**config.mk**
```make
export PLATFORM = sky130hd
export DESIGN_NAME = demultiplexor_tdm
export DESIGN_NICKNAME = d
export VERILOG_FILES = /design/src/rtl/demux_pkg.sv /design/src/rtl/demultiplexor_tdm_contador_ranura.sv /design/src/rtl/demultiplexor_tdm.sv
export SDC_FILE = /design/constraint.sdc
export NUM_CORES = 1
export LEC_CHECK = 0
export CAP_MARGIN = 15
export CORE_ASPECT_RATIO = 0.7
export CORE_MARGIN = 4
export CORE_UTILIZATION = 30
export DETAILED_ROUTE_END_ITERATION = 8
export MAX_ROUTING_LAYER = met4
export SKIP_LAST_GASP = 1
export SYNTH_ARGS = -nofsm -noshare
export SYNTH_HDL_FRONTEND = slang
export SYNTH_SLANG_ARGS = --single-unit
export TNS_END_PERCENT = 5
```
**constraint.sdc**
```tcl
create_clock -name i_Clk -period 1.6 [get_ports i_Clk]
set_input_delay 0.32 -clock i_Clk [delete_from_list [all_inputs] [get_ports i_Clk]]
set_output_delay 0.32 -clock i_Clk [all_outputs]
set_load 0.02 [all_outputs]
```
**src/rtl/demux_pkg.sv**
```systemverilog
// Shared types for the TDM demultiplexor: FSM states and slot count.
// No logic; imported by demultiplexor_tdm and contador_ranura.
package demux_pkg;

    localparam int NUM_RANURAS = 4;

    typedef logic [1:0] ranura_t;

    localparam ranura_t ULTIMA_RANURA = ranura_t'(NUM_RANURAS - 1);

    typedef enum logic {
        ESPERA = 1'b0,
        RECIBE = 1'b1
    } estado_t;

endpackage

```
**src/rtl/demultiplexor_tdm_contador_ranura.sv**
```systemverilog
// Slot counter: 2-bit register with clear, load-1 and increment (priority in that order).
// Latency: 1 cycle; no backpressure, controls are single-cycle strobes.
module contador_ranura
    import demux_pkg::*;
(
    input  logic    i_Clk,
    input  logic    i_Rst_n,
    input  logic    i_Clr,
    input  logic    i_Carga1,
    input  logic    i_Inc,
    output ranura_t o_Cuenta
);

    ranura_t cuenta_q, cuenta_d;

    always_comb begin
        cuenta_d = cuenta_q;
        if (i_Clr) begin
            cuenta_d = '0;
        end else if (i_Carga1) begin
            cuenta_d = ranura_t'(1);
        end else if (i_Inc) begin
            cuenta_d = cuenta_q + ranura_t'(1);
        end
    end

    always_ff @(posedge i_Clk or negedge i_Rst_n) begin
        if (!i_Rst_n) begin
            cuenta_q <= '0;
        end else begin
            cuenta_q <= cuenta_d;
        end
    end

    assign o_Cuenta = cuenta_q;

endmodule

```
**src/rtl/demultiplexor_tdm.sv**
```systemverilog
// TDM demux: collects 4 serial slots into shadow regs, publishes all four together.
// Latency: 1 cycle from slot-3 beat to outputs; no backpressure, i_Valido=0 just stalls.
// Optional per-beat even parity check enabled by DEMUX_PARIDAD_EN.
module demultiplexor_tdm
    import demux_pkg::*;
#(
    parameter int ANCHO = 4
) (
    input  logic             i_Clk,
    input  logic             i_Rst_n,
    input  logic [ANCHO-1:0] i_Dato,
    input  logic             i_Valido,
    input  logic             i_Inicio,
`ifdef DEMUX_PARIDAD_EN
    input  logic             i_Paridad,
`endif
    output logic [ANCHO-1:0] o_Salida_0,
    output logic [ANCHO-1:0] o_Salida_1,
    output logic [ANCHO-1:0] o_Salida_2,
    output logic [ANCHO-1:0] o_Salida_3,
    output logic             o_Listo,
    output logic             o_Error,
    output logic             o_Ocupado
);

    estado_t estado_q, estado_d;
    // Slot 3 is never shadowed: it goes straight to the output register.
    logic [NUM_RANURAS-2:0][ANCHO-1:0] sombra_q, sombra_d;
    logic [NUM_RANURAS-1:0][ANCHO-1:0] salida_q, salida_d;
    logic    listo_q, listo_d;
    logic    error_q, error_d;
    logic    clr, carga1, inc;
    ranura_t cuenta;
    logic    par_err;
    logic    malo;

    contador_ranura u_contador (
        .i_Clk    (i_Clk),
        .i_Rst_n  (i_Rst_n),
        .i_Clr    (clr),
        .i_Carga1 (carga1),
        .i_Inc    (inc),
        .o_Cuenta (cuenta)
    );

`ifdef DEMUX_PARIDAD_EN
    logic malo_q, malo_d;

    assign par_err = ((^i_Dato) != i_Paridad);
    assign malo    = malo_q;

    always_comb begin
        malo_d = malo_q;
        if (i_Valido) begin
            if (i_Inicio) begin
                malo_d = par_err;
            end else if (estado_q == RECIBE) begin
                malo_d = malo_q | par_err;
            end
        end
    end

    always_ff @(posedge i_Clk or negedge i_Rst_n) begin
        if (!i_Rst_n) begin
            malo_q <= 1'b0;
        end else begin
            malo_q <= malo_d;
        end
    end
`else
    assign par_err = 1'b0;
    assign malo    = 1'b0;
`endif

    always_comb begin
        estado_d = estado_q;
        sombra_d = sombra_q;
        salida_d = salida_q;
        listo_d  = 1'b0;
        error_d  = 1'b0;
        clr      = 1'b0;
        carga1   = 1'b0;
        inc      = 1'b0;
        if (i_Valido) begin
            case (estado_q)
                ESPERA: begin
                    if (i_Inicio) begin
                        sombra_d[0] = i_Dato;
                        carga1      = 1'b1;
                        estado_d    = RECIBE;
                    end
                end
                RECIBE: begin
                    if (i_Inicio) begin
                        // Restart: abandon the partial frame, this beat becomes slot 0.
                        error_d     = 1'b1;
                        sombra_d[0] = i_Dato;
                        carga1      = 1'b1;
                    end else if (cuenta == ULTIMA_RANURA) begin
                        clr      = 1'b1;
                        estado_d = ESPERA;
                        if (malo || par_err) begin
                            error_d = 1'b1;
                        end else begin
                            salida_d[NUM_RANURAS-1]   = i_Dato;
                            salida_d[NUM_RANURAS-2:0] = sombra_q;
                            listo_d                   = 1'b1;
                        end
                    end else begin
                        for (int k = 0; k < NUM_RANURAS - 1; k++) begin
                            if (cuenta == ranura_t'(k)) begin
                                sombra_d[k] = i_Dato;
                            end
                        end
                        inc = 1'b1;
                    end
                end
                default: estado_d = ESPERA;
            endcase
        end
    end

    always_ff @(posedge i_Clk or negedge i_Rst_n) begin
        if (!i_Rst_n) begin
            estado_q <= ESPERA;
            sombra_q <= '0;
            salida_q <= '0;
            listo_q  <= 1'b0;
            error_q  <= 1'b0;
        end else begin
            estado_q <= estado_d;
            sombra_q <= sombra_d;
            salida_q <= salida_d;
            listo_q  <= listo_d;
            error_q  <= error_d;
        end
    end

    assign o_Salida_0 = salida_q[0];
    assign o_Salida_1 = salida_q[1];
    assign o_Salida_2 = salida_q[2];
    assign o_Salida_3 = salida_q[3];
    assign o_Listo    = listo_q;
    assign o_Error    = error_q;
    assign o_Ocupado  = (estado_q == RECIBE);

endmodule

```
* Yosys cells after proc, flatten, opt, wreduce, memory -nomap -nowiden
Index checks and enable logic that the tools add are counted.
** Storage, ports and cells
- Register bits after elaboration :: 33
- Bits in latches :: 0
- Memory bits (writable) :: 0
- Bits in read-only memories :: 0
- Input port bits :: 8
- Output and inout port bits :: 19
- Word-level logic and storage cells :: 49
- Memories kept :: 0
** Cells by class
- Add/sub/neg operators :: 1
- $mul :: 0
- Div/mod/pow operators :: 0
- Order comparisons :: 0
- Equal/unequal tests :: 6
- Shift operators :: 0
- Multiplexer cells :: 22
- Bitwise logic cells :: 3
- Reductions and logical operators :: 6
** Operator list (count)
- two-way mux 4 bit :: 4
- two-way mux 1 bit :: 13
- AND reduction 5 bit :: 2
- case mux 4 bit (2 select lines) :: 1
- AND reduction 4 bit :: 2
- two-way mux 2 bit :: 3
- == test 2 bit, second input constant :: 2
- != test 3 x 2 -> 1 bit, second input constant :: 1
- != test 3 bit, second input constant :: 1
- inverter 1 bit :: 3
- nonzero test 3 bit :: 1
- adder 2 x 1 -> 2 bit, second input constant :: 1
- == test 2 x 1 -> 1 bit, second input constant :: 1
- logical NOT 2 bit :: 1
- != test 2 bit, second input constant :: 1
- case mux 1 bit (2 select lines) :: 1

* Depth between registers and ports, before layout
Gate-level depths: netlist (run 1).
- Depth in word-level cells :: 8
- Gate-level depth with buffers :: 5
- Gate-level depth less buffers :: 5

* Modules after synthesis
Synthesis (run 1) repeated with hierarchy kept, for this count alone.
** Second synthesis, totals
- Cell total of the unflattened synthesis :: 80
- Area, all modules :: 1332.5 um^2
** By module, submodules not included
- demultiplexor_tdm :: instances 1, cells an instance 72, area each 1234.9 um^2, sequential area each 775.7 um^2
- contador_ranura :: instances 1, cells an instance 8, area each 97.6 um^2, sequential area each 50.0 um^2

* Worst setup path before layout (run 1)
Ideal clock, no wire load.
- Path type :: register to register
- Start point :: reg u_contador.cuenta_q[0], in the netlist u_contador.o_Cuenta[0]
- End point :: reg sombra_q[0] in the netlist's numbering
- Library setup time :: 125 ps
- Data arrival time :: 1395 ps
- Data required time :: 1475 ps
- Slack :: 80 ps
- Cell stages (with the launch flop) :: 5
- Buffers on the path :: 0
- Period minus slack after synthesis :: 1520 ps
- Path through :: dfrtp_1 ha_1 nand2b_1 o21ai_2 mux2_2
** On the way
- Cells in the longest elaborated chain, start to end :: 3
- Elaborated cells on any way between the ends :: 5
- Classes of those cells :: eq/ne: 3; reduce/logical: 2
** Ends and longest elaborated chain
- from (decl) :: RTL line demultiplexor_tdm_contador_ranura.sv:14 : ranura_t cuenta_q, cuenta_d;
- from (signal assigned) :: RTL line demultiplexor_tdm_contador_ranura.sv:31 : cuenta_q <= cuenta_d;
- == test 2 bit or logical NOT 2 bit (tied branches) :: RTL line demultiplexor_tdm.sv:99, demultiplexor_tdm.sv:111
- != test 3 bit (no source line) or != test 3 x 2 -> 1 bit (tied branches)
- AND reduction 4 bit (no source line) *
- to (signal assigned) :: RTL line demultiplexor_tdm.sv:132 : sombra_q <= sombra_d;
- to (decl) :: RTL line demultiplexor_tdm.sv:28 : logic [NUM_RANURAS-2:0][ANCHO-1:0] sombra_q, sombra_d;
Every way passes the cells marked *; elsewhere a longest branch is shown, timed or not.
A chain may end at the register's enable or synchronous reset.

* Final worst setup path (run 1)
- Start point :: reg u_contador.cuenta_q[0], in the netlist u_contador.o_Cuenta[0]
- End point :: reg sombra_q[1] in the netlist's numbering
Same word-level chain as after synthesis.

==> results by stage, run 1 <==
Cells and area:
- In the final layout, flip-flops and latches occupy 825.8 sq um.
- The fraction of final layout cells sized beyond drive strength 1 is between 20% and 30%.
- In the final design database the tool counted approximately 140 nets.
- After filler insertion, the fill cell instance count of the layout stands at 413.
- The number of antenna diodes in the final layout is 0.
- Once layout is complete, the utilization of the core stands at between 40% and 50%.
- The finished layout holds 181 standard cells, fillers aside.
- Relative to the synthesized area, the layout overhead comes to 37.73%.
- In the final layout, the multi-input gates occupy between 400 and 500 sq um.
- After routing the design area is 1841 sq um.

Global routing:
- The via count of the first global-routing pass is 910.
- The met3 layer usage reported by global route is 3.608%.
- The total global-route track usage is around a tenth.
- The initial antenna violation count was 0.
- The met1 track demand over resource is around an eighth.
- For this run the aggregate overflow at the end of global routing stands at 0.
- The global-route met2 utilization is between 10% and 20%.
- The global-route wire length before repair is 4.464 mm.
- The pin count of the biggest net entering global routing is 34.
- In this run the most used layer during global routing was met2.

Power:
- For this design the total switching power over the nets is between 1000 and 1500 uW.
- The clock network fraction of design power is 20.8%.
- The portion of total power attributed to sequential cells is 41.7%.
- The internal portion of the total power is 2244 uW.
- The share of total power dissipated in combinational logic is between 30% and 40%.
- The worst-case IR drop observed on VDD is 0.0008472 V.
- The static power due to leakage is roughly 0.00086 uW.
- For this design the ratio of total power to cell area is 1796 nW/um^2.
- The fraction of power spent switching nets is 32.12%.

Setup path:
- The maximum fanout along the worst path is 4.
- The worst setup path is captured at a flip-flop.
- The logic depth of the worst register-to-register path is 4.
- The startpoint type of the worst setup path is a flip-flop.
- The required time of the critical path is 1.76 ns.
- STA puts the critical path data arrival time at 1.79 ns.
- The worst setup path category is reg2reg.

Timing:
- After layout, the worst setup slack is -0.02699 ns.
- For this run, the top clock speed supported by timing is around 0.6 GHz.
- The final critical delay including setup and external delays is 1.627 ns.
- The number of max-slew violations in the final report was 0.
- The number of hold violations in the final report is 0.
- Setup repair after global routing could not meet its margin everywhere.
- The remaining max-slew budget at the tightest pin is 80.23%.
- In the final timing run, aggregate negative setup slack is -0.07134 ns.
- Setup violations remaining at the end of the flow were counted as 4.
- The slew of the pin with the lowest slew margin is a little under 0.3 ns.
- The post-route clock skew is ~0.0070 ns.
- After layout, the worst path uses 101.7% of the clock period.

Placed design:
- The count of buffers inserted at the top-level ports is 26.
- The number of instances in the placed design is ~170.
- Routability-driven placement finished with a final weighted congestion of 0.7044.
- The placement-stage cell area is 1720 sq um.
- The detailed placer's ending HPWL is 1.823 mm.

Run status:
- The final reports fail on setup timing.
- The run finished, with violations left.

Synth:
- The largest total area in the synthesized netlist belongs to sky130_fd_sc_hd__dfrtp_1.
- The number of distinct library cell variants in the gate-level netlist after synthesis is 16.
- The synthesized design contains 0 enable-type register cells.
- The average cell area after synthesis is between 15 and 20 sq um.
- sky130_fd_sc_hd__dfrtp_1 is the most common cell in the netlist.
- By count the netlist is led by sky130_fd_sc_hd__dfrtp_1 (33), sky130_fd_sc_hd__mux2_1 (17), sky130_fd_sc_hd__mux2_2 (11).
- In the post-synthesis netlist, the biggest area contributors are sky130_fd_sc_hd__dfrtp_1 (62%), sky130_fd_sc_hd__mux2_1 (14%), sky130_fd_sc_hd__mux2_2 (9.3%).
- The post-synthesis async set-or-reset flop share is 100.0%.
- The predominant post-synthesis flop cell is sky130_fd_sc_hd__dfrtp_1.
- Counting flops and latches in the post-synthesis netlist gives 33.
- The top cell type by area accounts for 61.80% of the synthesized area.
- Synthesis produced 86 cells.
- The cell area that synthesis handed to floorplanning was 1336 sq um.
- The sequential element share of the synthesized area is 61.80%.
- The total of warnings raised by yosys is 0.
- When the netlist entered floorplanning its net count stood at 98.

Clock network:
- The clock-pin slew on the worst setup and hold paths is 0.07 ns.
- The H-tree depth is 2.
- The cell sitting at the root of the clock tree is a sky130_fd_sc_hd__clkbuf_8.
- The TritonCTS clock tree is built.
- Clock tree synthesis found a total of 33 sinks.
- The clock latency reported for the late side of the worst-skew pair is 0.28 ns.
- The number of clock buffers added by TritonCTS is 5.
- No sink is reached through more buffers than the 2 on the longest clock path.

Floorplanning:
- The height of the die is 63.84 um.
- The starting utilization of the core area is between 30 and 40%.
- The core region area is 4329 sq um.
- The placement row count is 20.
- The x dimension of the die is a little under 90 um.
- The die area is between 5000 and 6000 sq um.
- 27 I/O pins were placed.

Route:
- The routed design has 2.574 mm of wire.
- Once detail routing completed, the nets flagged for antenna violations numbered 0.
- Dividing the detail-routed wire length by the instance count gives around 14 um.
- The first-pass iteration count of the detailed router is 2.
- The DRC violation count after routing is 0.
- In the routed layout, each cell is associated on average with a via count of 4.508.
- The vias after detailed routing is roughly 820.
- The count of routing violations after the opening detailed-route iteration is 8.

Hold path:
- The path class of the tightest hold or removal check is in2async.

Job:
- The number of maximum-capacitance violations is 0.
[cell type report]
cell class                      instances  share of cell area [%]
Tap cell                               55                   3.739
Clock inverter                          1                  0.2719
Timing Repair Buffer                   34                   18.69
Inverter                                3                  0.6118
Multi-Input combinational cell         48                   26.58
Sequential cell                        33                   44.87
Clock buffer                            7                   5.235
[power by group through the flow]
stage	Clock [uW]	Sequential (uW)	Combinational (uW)
final	689	1380	1240
after CTS	704	1390	1250
after global placement	0	1390	1230
after global routing	742	1430	1340
after detailed placement	0	1400	1250
after floorplan	0	1600	439
[what timing repair did]
item | 4_1_cts | 5_1_grt
setup buffers | 0 | 1
gates resized for setup | 1 | 0
hold buffers | 0 | 0
endpoints found under the setup margin | 8 | 34
[registers in the layout (all words and copies together), names as in the netlist]
| register | flops |
|---|---|
| o_Listo | 1 |
| o_Salida_0 | 4 |
| u_contador.o_Cuenta | 2 |
| sombra_q | 12 |
| o_Salida_3 | 4 |
| o_Salida_2 | 4 |
| o_Salida_1 | 4 |
| o_Ocupado | 1 |
| o_Error | 1 |
[metrics by stage]
step	setup WS [ns]	hold slack [ns]	power [uW]
6_report	-0.02699	0.4015	3306
5_1_grt	-0.1384	0.4137	3518
4_1_cts	-0.02575	0.4061	3342
3_5_place_dp	-0.2452	0.4740	2650
3_3_place_gp	-0.2146	0.4613	2613
2_1_floorplan	0.07973	0.02441	2037
[cell families (layout without fill, tap and decap cells)]
family	after synthesis	in the layout	share of synthesized area, %
buffers and inverters	5	45	1.592
AOI/OAI and AO/OA	6	6	3.558
adders and majority gates	4	4	3.745
muxes	28	28	23.60
and+or+nand+nor	10	10	5.711
DFF	33	33	61.80
[critical path, stage by stage (launching register included)]
cell and delay (ns):
sky130_fd_sc_hd__dfrtp_1 0.39, sky130_fd_sc_hd__ha_1 0.24, sky130_fd_sc_hd__nand2b_1 0.19, sky130_fd_sc_hd__o21ai_2 0.31
sky130_fd_sc_hd__mux2_2 0.38
[placed cells by master (no fill, tap or decap), types with 2 or more instances in the layout]
cell type and n:
sky130_fd_sc_hd__clkbuf_8 7, sky130_fd_sc_hd__a22o_1 3, sky130_fd_sc_hd__dfrtp_1 33, sky130_fd_sc_hd__inv_1 3, sky130_fd_sc_hd__ha_1 4, sky130_fd_sc_hd__nand2_1 4
sky130_fd_sc_hd__buf_12 2, sky130_fd_sc_hd__clkdlybuf4s50_1 25, sky130_fd_sc_hd__mux2_2 11, sky130_fd_sc_hd__nand2_2 2, sky130_fd_sc_hd__buf_4 6, sky130_fd_sc_hd__mux2_1 17
[path summary, 6_finish.rpt]
| kind | slack (ns) | start | endpoint |
|---|---|---|---|
| setup / recovery | -0.03 | u_contador.o_Cuenta[0]$_DFFE_PN0P_ | sombra_q[1]$_DFFE_PN0P_ |
| hold / removal | 0.40 | i_Rst_n | o_Salida_3[0]$_DFFE_PN0P_ |
| setup reg to reg | -0.03 | u_contador.o_Cuenta[0]$_DFFE_PN0P_ | sombra_q[1]$_DFFE_PN0P_ |
| hold reg to reg | 0.49 | sombra_q[4]$_DFFE_PN0P_ | o_Salida_1[0]$_DFFE_PN0P_ |
| max in group asynchronous | 1.02 | i_Rst_n | sombra_q[11]$_DFFE_PN0P_ |
| min in group i_Clk | 0.49 | sombra_q[4]$_DFFE_PN0P_ | o_Salida_1[0]$_DFFE_PN0P_ |
[layer usage]
metal,part of all wire [%],wire length [um]
met5,0,0
met4,0.85,22
met3,4.4,112
met2,47,1203
met1,48,1236
Note: power is estimated with default switching activity, not from simulation.
==> run 2, diff against run 1 <==
Settings changed: CORE_UTILIZATION 30 to 40, CTS_CLUSTER_SIZE from default to 12, PLACE_DENSITY from default to 0.67, REMOVE_ABC_BUFFERS from default to 1.
==> results by stage, run 2 (synthesis gave the netlist of run 1 again) <==
Run status:
- The run finished with clean final reports.

Placed design:
- The routability-driven placement congestion ratio is 0.6878 (-2.4%).
- The count of buffers inserted at the top-level ports is 26 (unchanged).
- The detailed placer's ending HPWL is 1.763 mm (-3.3%).

Cells and area:
- The layout overhead on the synthesized area is 34.27%.
- The library cell used most frequently in the layout, excluding fill and tap cells, is sky130_fd_sc_hd__dfrtp_1.
- The number of nets in the final layout is 137 (unchanged).
- The number of antenna repair diodes is 0 (unchanged).
- The flip-flop count of the largest register after layout is 12 (unchanged).
- The fraction of final layout cells sized beyond drive strength 1 was 24.00% (-1.4 points).
- In the layout the commonest cells are sky130_fd_sc_hd__dfrtp_1 (33), sky130_fd_sc_hd__clkdlybuf4s50_1 (24), sky130_fd_sc_hd__mux2_1 (17), sky130_fd_sc_hd__mux2_2 (11), sky130_fd_sc_hd__buf_4 (7).
- Ranked by flip-flop count, first place goes to sombra_q.

Setup path:
- The maximum fanout along the worst path is 2 (-2).
- The type of destination of the critical path is a primary output.
- The setup path with the least slack is of type reg2out.
- The required time of the critical path is 1.28 ns (-0.48 ns).
- The launch instance of the worst register-to-register path is u_contador.o_Cuenta[1]$_DFFE_PN0P_.
- The setup slack on the worst flop-to-flop path is 0.06 ns (+0.09 ns).
- The endpoint arrival time on the critical path came to 1.24 ns (-0.55 ns).
- The peak per-stage delay on the critical path is 0.61 ns (+0.22 ns).
- The endpoint of the worst-slack reg-to-reg timing path is sombra_q[0]$_DFFE_PN0P_.
- The worst setup path is launched from a flip-flop.
- The slowest stage of the critical path belongs to the cell sky130_fd_sc_hd__clkdlybuf4s50_1.
- The logic depth of the worst register-to-register path came to 5 (+1).
- The buffering stage count on the worst path with inverters included was 1 (+1).
- In this design, the largest share of critical-path delay is due to buffers and inverters.
- Walking the worst path, the cells encountered are clkdlybuf4s50_1.

Route:
- The met2 routed wirelength is 1.088 mm (-9.6%).
- The DRC violation count after routing is 0 (unchanged).
- The sum of routed wire length over all layers is 2.488 mm (-3.3%).
- The first-pass iteration count of the detailed router came to 6 (+4).
- The average wire length per cell after detail routing was 15.26 um (+7.3%).
- The count of routing violations after the opening detailed-route iteration was 41 (+33).
- Routed signal wires occupy layers up through met4.
- The post-route antenna net violation count was 0 (unchanged).
- The vias per cell came to 4.883 (+8.3%).
- The met1 wire length is 1.227 mm (-0.73%).
- The routed length on met3 is 149 um (+33%).
- The vias after detailed routing is 796 (-2.5%).

Hold path:
- The min-delay analysis places its worst path in the category in2async.

Clock network:
- The clock root buffer is sky130_fd_sc_hd__clkbuf_8.
- The total number of clock tree sinks is 33 (unchanged).
- The clock-pin slew on the worst setup and hold paths is 0.06 ns (about the same).
- The H-tree depth was 2 (unchanged).
- The number of buffers created by CTS was 5 (unchanged).
- The clock latency reported for the late side of the worst-skew pair is 0.28 ns (about the same).
- The hold buffer count at CTS is 0 (unchanged).
- The TritonCTS clock tree is built.
- The number of buffers on the longest clock path is 2 (unchanged).

Floorplanning:
- The core region area was 3169 sq um (-27%).
- The starting utilization of the core area was 42.16% (+11 points).
- The x dimension of the die is 77.08 um (-12%).
- The placement row count is 17 (-15%).
- The die area is 4344 sq um (-22%).
- The total I/O pin count is 27 (unchanged).
- The height of the die is 56.36 um (-12%).

Global routing:
- The global route total overflow came to 0 (unchanged).
- The total global-route track usage is 13.43% (+2.8 points).
- The pin count of the biggest net entering global routing is 34 (unchanged).
- The global-route wire length before repair is 4.264 mm (-4.5%).
- The via count of the first global-routing pass is 838 (-7.9%).
- The initial antenna violation count is 0 (unchanged).

Timing:
- The number of hold violations in the final report is 0 (unchanged).
- The final-report setup violation count is 0 (-4).
- The number of max-slew violations in the final report is 0 (unchanged).
- The post-route clock skew is 0.001943 ns (-0.005082 ns).
- The post-route clock period utilization came to 97.65% (-4.0 points).
- The setup TNS is 0 ns (+0.07134 ns).
- Setup repair after global routing could not meet its margin everywhere.
- The remaining max-slew budget at the tightest pin is 72.73% (-7.5 points).
- The final critical delay including setup and external delays is 1.562 ns (-0.06459 ns).
- The peak clock frequency supported by timing is 0.6400 GHz (+4.1%).
- The slew of the pin with the lowest slew margin is 0.4090 ns (+0.1125 ns).

Power:
- The maximum ir drop on the vdd rail is 0.0007982 V (-5.8%).
- The static power due to leakage was 0.0008529 uW (-0.60%).
- The areal power density over the cells came to 1805 nW/um^2 (+0.50%).
- The overall power consumption is 3239 uW (-2.0%).

Job:
- The number of maximum-capacitance violations is 0 (unchanged).
==> run 2: worst max-delay path by stage <==
stage / to / cells after the start / from / slack, ns
finish: o_Salida_2[0] / 1 / o_Salida_2[0]$_DFFE_PN0P_ / 0.04
global placement: sombra_q[7]$_DFFE_PN0P_ / 4 / i_Valido / -0.21
floorplan: sombra_q[0]$_DFFE_PN0P_ / 4 / u_contador.o_Cuenta[0]$_DFFE_PN0P_ / 0.08
CTS: o_Salida_0[0] / 1 / o_Salida_0[0]$_DFFE_PN0P_ / 0.02
detailed placement: sombra_q[4]$_DFFE_PN0P_ / 4 / i_Valido / -0.25
global route: sombra_q[3]$_DFFE_PN0P_ / 5 / u_contador.o_Cuenta[1]$_DFFE_PN0P_ / -0.02
==> run 2: stage by stage <==
step	util, %	cell area [sq um]	std cells	setup slack (ns)	hold WS (ns)
floorplan	-	1326	84	0.07973	0.02441
global placement	53.61	1699	155	-0.2127	0.4657
detailed placement	53.61	1699	155	-0.2530	0.4753
CTS	56.30	1784	162	0.01684	0.4508
global route	56.61	1794	163	-0.01810	0.4864
finish	56.61	1794	163	0.03759	0.4445
==> run 2: area by class of cell <==
cell class,instances,area [sq um]
clock buffer,7,86.33
multi-input combinational,48,489.2
inverter,3,11.26
timing repair buffer,34,334.1
tap,38,47.55
sequential,33,825.8
fill,252,1375
==> run 2: metal layers <==
| metal | GRT usage (%) | vias up |
|---|---|---|
| met3 | 5.449 | 2 |
| met4 | 6.091 | 0 |
| met5 | - | - |
| met2 | 17.25 | 25 |
| li1 | - | 380 |
| met1 | 18.36 | 389 |
==> run 2: report_power, final <==
part,internal (uW),total (uW),switching (uW)
Combinational,673,1230,562
Clock,341,612,271
Sequential,1190,1390,205
==> run 2: worst reg2reg max path, delay by kind of cell (launching register included) <==
family | cells | cell delay, ns
adders and majority gates | 1 | 0.22
and+or+nand+nor | 1 | 0.18
muxes | 1 | 0.33
buffers and inverters | 1 | 0.16
AOI/OAI and AO/OA | 1 | 0.14
DFF | 1 | 0.41
==> run 2: what timing repair did <==
| item | in CTS | in global routing |
|---|---|---|
| endpoints found under the hold margin | 0 | 0 |
| buffers inserted | 0 | 1 |
| endpoints found under the setup margin | 1 | 14 |
| gates resized for setup | 1 | 1 |
==> run 3, diff against run 2 <==
Settings changed: CTS_BUF_LIST from default to sky130_fd_sc_hd__clkbuf_16, SETUP_SLACK_MARGIN from default to 0.5.
==> results by stage, run 3 (synthesis gave the netlist of run 1 again) <==
Run status:
- The run finished with clean final reports.

Timing:
- The remaining max-slew budget at the tightest pin was 72.68% (about the same).
- The post-route clock skew was 0.004156 ns (+0.002213 ns).
- The final critical delay including setup and external delays is 1.475 ns (-0.08789 ns).
- Setup repair after global routing could not meet its margin everywhere.
- The number of max-slew violations in the final report was 0 (unchanged).
- The final-report setup violation count is 0 (unchanged).
- The slew of the pin with the lowest slew margin is 0.4097 ns (+0.0006911 ns).
- The post-route clock period utilization is 92.16% (-5.5 points).
- The peak clock frequency supported by timing is 0.6782 GHz (+6.0%).
- The number of hold violations in the final report is 0 (unchanged).
- The tightest hold margin is 0.4370 ns (-0.007582 ns).

Global routing:
- The global route total overflow is 0 (unchanged).
- The via count of the first global-routing pass is 856 (+2.1%).
- The total global-route track usage is 14.32% (+0.89 points).
- The pin count of the biggest net entering global routing is 34 (unchanged).
- The global-route wire length before repair was 4.519 mm (+6.0%).
- The initial antenna violation count was 0 (unchanged).

Floorplanning:
- The starting utilization of the core area is 42.16% (unchanged).
- The height of the die was 56.36 um (unchanged).
- The total I/O pin count was 27 (unchanged).
- The die area was 4344 sq um (unchanged).
- The x dimension of the die is 77.08 um (unchanged).
- The placement row count came to 17 (unchanged).
- The core region area is 3169 sq um (unchanged).

Setup path:
- The logic depth of the worst register-to-register path is 5 (unchanged).
- By startpoint and endpoint, the worst setup path is classified as reg2reg.
- The launch instance of the worst register-to-register path is u_contador.o_Cuenta[0]$_DFFE_PN0P_.
- The setup slack on the worst flop-to-flop path is 0.13 ns (+0.07 ns).
- The type of destination of the critical path is a flip-flop.
- The required time of the critical path is 1.75 ns (+0.47 ns).
- The endpoint of the worst-slack reg-to-reg timing path is o_Salida_2[0]$_DFFE_PN0P_.
- The startpoint type of the worst setup path is a flip-flop.
- The maximum fanout along the worst path came to 17 (+15).
- The endpoint arrival time on the critical path is 1.62 ns (+0.38 ns).

Route:
- The average wire length per cell after detail routing is 15.63 um (+2.4%).
- The sum of routed wire length over all layers was 2.564 mm (+3.1%).
- The vias after detailed routing came to 795 (-0.13%).
- The vias per cell came to 4.848 (-0.73%).
- The DRC violation count after routing is 0 (unchanged).
- The count of routing violations after the opening detailed-route iteration is 24 (-41%).
- The post-route antenna net violation count is 0 (unchanged).
- The first-pass iteration count of the detailed router came to 3 (-3).

Hold path:
- The startpoint of the lowest-slack hold path is i_Inicio.
- The worst hold path passes through 2 cells.
- The path category of the worst min-delay check is in2reg.
- The sink of the worst hold path is o_Ocupado$_DFFE_PN0P_.

Power:
- The static power due to leakage is 0.0009762 uW (+14%).
- The maximum ir drop on the vdd rail is 0.0008407 V (+5.3%).
- The areal power density over the cells came to 1869 nW/um^2 (+3.5%).

Cells and area:
- The library cell used most frequently in the layout, excluding fill and tap cells, is sky130_fd_sc_hd__dfrtp_1.
- The end-of-flow core utilization is 58.82% (+2.2 points).
- The number of nets in the final layout is 138 (+0.73%).
- The flip-flop count of the largest register after layout was 12 (unchanged).
- The register name with the most flops is sombra_q.
- The fraction of final layout cells sized beyond drive strength 1 was 29.37% (+5.4 points).
- The number of antenna repair diodes is 0 (unchanged).
- Relative to the synthesized area, the layout overhead comes to 39.51%.
- The top cell types in the final layout, fill and taps aside, are sky130_fd_sc_hd__dfrtp_1 (32), sky130_fd_sc_hd__dlygate4sd2_1 (20), sky130_fd_sc_hd__mux2_1 (14), sky130_fd_sc_hd__mux2_2 (11), sky130_fd_sc_hd__buf_4 (7).

Clock network:
- The clock-pin slew on the worst setup and hold paths came to 0.05 ns (about the same).
- The hold buffer count at CTS is 0 (unchanged).
- The total number of clock tree sinks was 33 (unchanged).
- The clock latency reported for the late side of the worst-skew pair was 0.27 ns (about the same).
- The H-tree depth was 2 (unchanged).
- The clock root buffer is sky130_fd_sc_hd__clkbuf_16.
- The number of buffers created by CTS is 5 (unchanged).
- TritonCTS built the clock tree.
- The number of buffers on the longest clock path came to 2 (unchanged).

Placed design:
- The routability-driven placement congestion ratio is 0.6878 (unchanged).
- The count of buffers inserted at the top-level ports is 26 (unchanged).
- The detailed placer's ending HPWL is 1.763 mm (unchanged).

Job:
- The number of maximum-capacitance violations is 0 (unchanged).
-- run 3: area by class of cell --
class,count,area (sq um)
Timing Repair Buffer,35,321.6
Inverter,3,11.26
Tap cell,38,47.55
Clock buffer,5,125.1
Multi-Input combinational cell,48,524.3
Clock inverter,2,7.507
Fill cell,248,1305
Sequential cell,33,827.0
-- run 3: through the flow --
step	setup TNS, ns	setup slack, ns	cells	area (sq um)	power [uW]
final	0	0.1255	164	1864	3484
after CTS	0	0.1111	163	1854	3493
after global routing	0	0.07960	164	1864	3697
after global placement	-3.606	-0.2127	155	1699	2590
after detailed placement	-4.501	-0.2530	155	1699	2647
after floorplan	0	0.07973	84	1326	2032
-- run 3: worst max path at each step --
stage	start	to	depth (start not counted)
floorplan	u_contador.o_Cuenta[0]$_DFFE_PN0P_	sombra_q[0]$_DFFE_PN0P_	4
global placement	i_Valido	sombra_q[7]$_DFFE_PN0P_	4
detailed placement	i_Valido	sombra_q[4]$_DFFE_PN0P_	4
CTS	u_contador.o_Cuenta[1]$_DFFE_PN0P_	sombra_q[6]$_DFFE_PN0P_	4
global route	u_contador.o_Cuenta[0]$_DFFE_PN0P_	o_Salida_2[0]$_DFFE_PN0P_	5
finish	u_contador.o_Cuenta[0]$_DFFE_PN0P_	o_Salida_2[0]$_DFFE_PN0P_	5
-- run 3: timing repair --
action	4_1_cts	5_1_grt
buffers inserted	1	1
pin swaps	3	2
setup endpoints to repair	51	51
gates resized for setup	30	2
-- run 3: routing by layer --
metal	track usage, %	wire, um	vias to the layer above
li1	-	-	381
met1	18.85	1236	384
met2	19.35	1124	23
met3	5.449	146	7
met4	6.853	57	0
met5	-	0	-
-- run 3: power by group --
part | switching [uW] | internal, uW
sequential | 207 | 1190
combinational | 592 | 626
clock | 314 | 554
-- run 3: critical path: stages, from the launching register on --
cell and delay, ns:
sky130_fd_sc_hd__dfrtp_1 0.40, sky130_fd_sc_hd__ha_2 0.20, sky130_fd_sc_hd__buf_4 0.15, sky130_fd_sc_hd__nand4b_4 0.09, sky130_fd_sc_hd__buf_12 0.16, sky130_fd_sc_hd__mux2_1 0.34
